==> src/rtl/average_ram_reader.sv <==
// average_ram_reader: fetches 9 packed lane words from a single-port RAM.
// Optional AVG_RD_OVERRUN_EN adds o_busy and a sticky o_overrun flag.
module average_ram_reader #(
  parameter int ADDR_W    = 12,
  parameter int DATA_W    = 8,
  parameter int NUM_WORDS = 9,
  parameter int RD_LAT    = 1
) (
  input  logic                        i_clk,
  input  logic                        i_reset,
  input  logic                        i_startRam,
  input  logic [NUM_WORDS*ADDR_W-1:0] i_addrRead,
  output logic                        o_validRam,
  output logic [NUM_WORDS*DATA_W-1:0] o_data,
  output logic                        o_memRe,
  output logic [ADDR_W-1:0]           o_memAddr,
  input  logic [DATA_W-1:0]           i_memData
`ifdef AVG_RD_OVERRUN_EN
  ,
  output logic                        o_busy,
  output logic                        o_overrun
`endif
);

  localparam int LW = (NUM_WORDS > 1) ? $clog2(NUM_WORDS) : 1;

  typedef enum logic [1:0] {
    IDLE,
    ISSUE,
    DRAIN,
    VALID
  } state_t;

  state_t state, nextState;

  logic [ADDR_W-1:0] addrLat [NUM_WORDS];
  logic [LW-1:0]     laneCnt;
  logic [LW-1:0]     nextLane;
  logic [LW-1:0]     nextIdx;
  logic [2:0]        drainCnt;
  logic              accept;
  logic              lastLane;
  logic              drainDone;
  logic              nextWrap;

  logic              pipeVld  [RD_LAT];
  logic [LW-1:0]     pipeLane [RD_LAT];

  assign accept    = i_startRam &&
                     (state == IDLE || state == VALID);
  assign lastLane  = (laneCnt == LW'(NUM_WORDS - 1));
  assign drainDone = (drainCnt == 3'(RD_LAT - 1));
  assign nextLane  = laneCnt + 1'b1;
  assign nextIdx   = lastLane ? laneCnt : nextLane;
  // a lane below lane0 means base+k overflowed the address space
  assign nextWrap  = addrLat[nextIdx] < addrLat[0];

  assign o_validRam = (state == VALID);

  // state register
  always_ff @(posedge i_clk) begin
    if (i_reset) state <= IDLE;
    else         state <= nextState;
  end

  // next-state decode
  always_comb begin
    nextState = state;
    unique case (state)
      IDLE:  if (accept)    nextState = ISSUE;
      ISSUE: if (lastLane)  nextState = DRAIN;
      DRAIN: if (drainDone) nextState = VALID;
      VALID: if (accept)    nextState = ISSUE;
      default:              nextState = IDLE;
    endcase
  end

  // address latch, lane walk and registered RAM request
  always_ff @(posedge i_clk) begin
    if (i_reset) begin
      for (int i = 0; i < NUM_WORDS; i++)
        addrLat[i] <= '0;
      laneCnt   <= '0;
      drainCnt  <= '0;
      o_memRe   <= 1'b0;
      o_memAddr <= '0;
    end else if (accept) begin
      for (int i = 0; i < NUM_WORDS; i++)
        addrLat[i] <= i_addrRead[i*ADDR_W +: ADDR_W];
      laneCnt   <= '0;
      drainCnt  <= '0;
      o_memRe   <= 1'b1;
      o_memAddr <= i_addrRead[ADDR_W-1:0];
    end else if (state == ISSUE) begin
      if (lastLane) begin
        o_memRe <= 1'b0;
      end else begin
        laneCnt   <= nextLane;
        o_memRe   <= !nextWrap;
        o_memAddr <= addrLat[nextIdx];
      end
    end else if (state == DRAIN) begin
      drainCnt <= drainCnt + 3'd1;
    end
  end

  // return pipeline tracks which lane each RAM word belongs to
  always_ff @(posedge i_clk) begin
    if (i_reset) begin
      for (int i = 0; i < RD_LAT; i++) begin
        pipeVld[i]  <= 1'b0;
        pipeLane[i] <= '0;
      end
    end else begin
      pipeVld[0]  <= o_memRe;
      pipeLane[0] <= laneCnt;
      for (int i = 1; i < RD_LAT; i++) begin
        pipeVld[i]  <= pipeVld[i-1];
        pipeLane[i] <= pipeLane[i-1];
      end
    end
  end

  // capture returning words; a new request clears the result
  always_ff @(posedge i_clk) begin
    if (i_reset) begin
      o_data <= '0;
    end else begin
      for (int k = 0; k < NUM_WORDS; k++)
        if (pipeVld[RD_LAT-1] &&
            pipeLane[RD_LAT-1] == LW'(k))
          o_data[k*DATA_W +: DATA_W] <= i_memData;
      if (accept)
        o_data <= '0;
    end
  end

`ifdef AVG_RD_OVERRUN_EN
  assign o_busy = (state == ISSUE) ||
                  (state == DRAIN);

  // sticky flag for starts dropped while busy
  always_ff @(posedge i_clk) begin
    if (i_reset)
      o_overrun <= 1'b0;
    else if (i_startRam && o_busy)
      o_overrun <= 1'b1;
  end
`endif

endmodule
==> config.mk <==
export PLATFORM = sky130hd
export DESIGN_NAME = average_ram_reader
export DESIGN_NICKNAME = d
export VERILOG_FILES = /design/src/rtl/average_ram_reader.sv
export SDC_FILE = /design/constraint.sdc
export NUM_CORES = 1
export LEC_CHECK = 0
export CORE_AREA = 2 2 160 162
export CTS_CLUSTER_SIZE = 24
export DETAILED_ROUTE_END_ITERATION = 10
export DIE_AREA = 0 0 162 164
export GPL_TIMING_DRIVEN = 0
export PLACE_DENSITY = 0.64
export REMOVE_ABC_BUFFERS = 1
export SYNTH_ARGS = -nofsm -noshare
export SYNTH_HDL_FRONTEND = slang
export SYNTH_SLANG_ARGS = --single-unit
==> constraint.sdc <==
create_clock -name i_clk -period 11.2 [get_ports i_clk]
set_input_delay 2.24 -clock i_clk [delete_from_list [all_inputs] [get_ports i_clk]]
set_output_delay 2.24 -clock i_clk [all_outputs]
set_load 0.05 [all_outputs]
# Word level (Yosys, flattened, before mapping)
# Memories as Yosys holds them, arrays and structs flattened.
# Cells that the tools add are included.
# totals
reg_bits	94
latch_bits	0
mem_bits_rw	113
rom_bits	0
memories	3
# classes
n_addsub	2
n_mul	0
div_mod_pow	0
order_cmp	1
eq_ne	16
shifts	0
n_mux	30
n_bitwise	10
n_reduce_logical	23
# mem_list
memory	words	width	read_ports	rd_ports_with_merged_regs	write_ports	line_no	rtl
addrLat	9	12	2	0	9	36	logic [ADDR_W-1:0] addrLat [NUM_WORDS];
pipeLane	1	4	1	0	1	47	logic [LW-1:0] pipeLane [RD_LAT];
pipeVld	1	1	1	0	1	46	logic pipeVld [RD_LAT];
# ops
cell	count
$mux 12	12
$eq 4x3->1 const B	4
$lt 12x12->1	1
$mux 1	12
$logic_and 1x1->1	10
$or 1x1->1	9
$eq 4x2->1 const B	2
$eq 4x4->1 const B	2
$mux 4	2
$mux 2	3
$ne 2x2->1 const B	3
$pmux 2 s3	1
$add 4x1->4 const B	1
$eq 2x2->1 const B	2
$eq 4x1->1 const B	1
$logic_not 4->1	1
$reduce_and 2->1	2
$reduce_or 2->1	2
$reduce_or 4->1	1
$add 3x1->3 const B	1
$logic_not 3->1	1
$reduce_and 3->1	1
$eq 2x1->1 const B	1
$logic_not 2->1	1
other kinds (6)	6

# Depth between registers and ports, before layout
# An unclocked memory read counts as a cell.
# depth
word_depth	8
ltp_mapped	16

# Worst setup path after synthesis
# No wires, ideal clock.
# synth_timing
path_kind	input-to-reg
start	in i_startRam
end	mem addrLat[0][0], enable pin
setup_time_ps	514
arrival_ps	5765
required_ps	10686
setup_slack_ps	4921
stages	4
cell_sequence	nand2_1 nand2b_1 clkbuf_1 clkbuf_1
# synth_lines
item	line_no	rtl
start, declared	11	input logic i_startRam,
end, declared	36	

==> metrics.cfg <==
[clock_network]
cts_tree=yes
cts-root-buf=clkbuf_16
clk-insertion-delay-late_ns=0.50
hold_buffers=0
path_clk_slew_ns=0.05
cts-resized-gates=0
numCtsBuffers=24
cts.path.max_buffers=3
clkSinkCount=207
h-tree-depth=1
post_cts_buffers=0

[placement]
place_hpwl_um=15000
port_buffers=204
postPlaceCellArea_sq_um=11400
gp_congestion=0.802

[setup_path]
start_kind=input pin
worstPathRequired_ns=11.37
end_kind=flop
critical_path_class=input pin to flop
cp_max_fo=64
cp.arrival_ns=4.65

[final_layout]
syn_to_final_growth_pct=35.5
drive_gt1_share_pct=7.74
design_area_sq_um=12200
nNetsFinal=1064

[logic_synthesis]
synth.cell_area_sq_um=9040
ys_types=41
synthFlopType=edfxtp_1
ys_async_sr_fraction_pct=0
synth_edf_count=108
synth-seq-cells=207
synth_top_area_share_pct=35.9
syn_area_per_cell_sq_um=12.2
synth_area_leaders=edfxtp_1 (36%), dfxtp_1 (22%), mux2i_1 (9.5%)
yosys.area.top_type=edfxtp_1
seq_area_frac_synth_pct=57.8
synth_warnings=0
syn-instance-count=742

[die]
die_w_um=162
row_count=58
ios=205
coreArea_sq_um=24800
fp.dieH_um=164
start_util_pct=36.4
dieArea_sq_um=26600

[drt]
first_iter_violations=322
viasPerCell=4.73
wl_per_cell_um=17.1
ant_nets=0
drt-total-wl_um=21800
first_pass_iters=6
drc=0
num_vias=6044

[power]
power.total_uw=2630
power_leakage_uw=0.00475
max-vdd-ir-drop_mv=0.107
power_density_nw_per_um2=214

[sta]
final_hold_viol_count=0
setup_viol=0
timing.final.crit_share_pct=40.0
slew_viol_final=0
period_minus_slack_ns=4.48
fmax_mhz=223
rsz0062_at_grt=no
tightest_slew_ns=1.07
fin_worst_skew_ns=0.0147
setup_tns_ns=0
relSlewSlack_pct=28.5

[min_path]
hp-class=flop to flop

[global_routing]
grt_pass1_vias=6049
antenna_found_initial=2
grt.overflow.total=0
grt_max_degree=75
grt_use_total_pct=16.3
grt_first_pass_wirelength_um=33600

[run_status]
outcome=finished, final reports clean

[job]
max_cap_violations=0

==> per-layer routing <==
| metal | vias to the layer above | GRT usage (%) | share of wire [%] |
|---|---|---|---|
| li1 | 2983 | - | - |
| met1 | 2856 | 20.5 | 43 |
| met2 | 163 | 27.3 | 49 |
| met4 | 0 | 7.16 | 3.2 |
| met3 | 42 | 3.26 | 5.1 |
| met5 | - | 0 | 0 |
==> cells in the mapped netlist (11+ instances only) <==
cell,count
mux2i_1,86
o221ai_1,11
inv_1,20
mux4_2,23
ha_1,20
and2_1,110
a211oi_1,14
dfxtp_1,99
nor2_1,103
edfxtp_1,108
a21oi_1,20
or3_1,14
clkbuf_1,41
==> critical path, stage by stage <==
cell and delay (ns):
clkdlybuf4s50_1 1.18, nand2b_4 0.80, buf_16 0.35
==> power by group <==
part           leakage, uW  internal (uW)  switching, uW
registers          0.00196            985           64.0
clock network     0.000390            473            302
logic              0.00239            360            443
==> worst paths after layout <==
| kind | startpoint | end | slack (ns) | cells past startpoint |
|---|---|---|---|---|
| min reg2reg | o_data[53]$_SDFFE_PP0P_ | o_data[53]$_SDFFE_PP0P_ | 0.49 | 2 |
| max | i_reset | addrLat[1][11]$_SDFFCE_PN0P_ | 6.72 | 3 |
| min | o_data[53]$_SDFFE_PP0P_ | o_data[53]$_SDFFE_PP0P_ | 0.49 | 2 |
| max reg2reg | laneCnt[0]$_SDFFE_PP0P_ | o_memRe$_SDFFE_PP0P_ | 7.21 | 15 |
==> stage by stage <==
stage	cells	utilization [%]	hold WS [ns]	worst slack, ns
floorplan	689	-	0.474	4.38
global placement	1223	45.4	0.474	1.23
detailed placement	1228	46.0	0.481	6.23
CTS	1272	49.2	0.496	6.73
global route	1275	49.3	0.519	6.63
finish	1277	49.4	0.490	6.72
==> cell usage in the layout, fill, tap and decap left out, types with 11 or more instances in the layout <==
cell type          n
a21oi_1           19
a211oi_1          14
mux4_2            23
inv_1             20
ha_1              20
nor2_1           102
and2_1           110
dfxtp_1           99
clkbuf_16         27
or3_1             14
clkdlybuf4s50_1  204
o221ai_1          11
mux2i_1           86
edfxtp_1         108
==> area by class of cell <==
type | instances | area, sq um
antenna | 4 | 10.0
inverter | 21 | 78.8
sequential | 207 | 5230
timing repair buffer | 210 | 2180
clock inverter | 8 | 65.1
clock buffer | 36 | 729
tap | 330 | 413
multi-input combinational | 461 | 3550
fill | 2221 | 12600
==> cell families (layout without fill, tap and decap cells) <==
kind of cell | Yosys count | in the layout | synth area share, %
simple gates | 262 | 262 | 15.3
compound gates | 64 | 64 | 4.69
flops | 207 | 207 | 57.8
other cells | 0 | 4 | 0
xor+xnor | 6 | 6 | 0.789
buf+inv | 74 | 275 | 3.36
fa+ha+maj | 20 | 20 | 2.77
mux | 109 | 109 | 15.3
==> registers in the layout, summed over array words and instances, names as in the netlist <==
signal and cells:
pipeLane 4, pipeVld 1, drainCnt 3, o_memRe 1, state 2, addrLat 108, o_memAddr 12, laneCnt 4
o_data 72
Power figures use the tool's default switching activity.
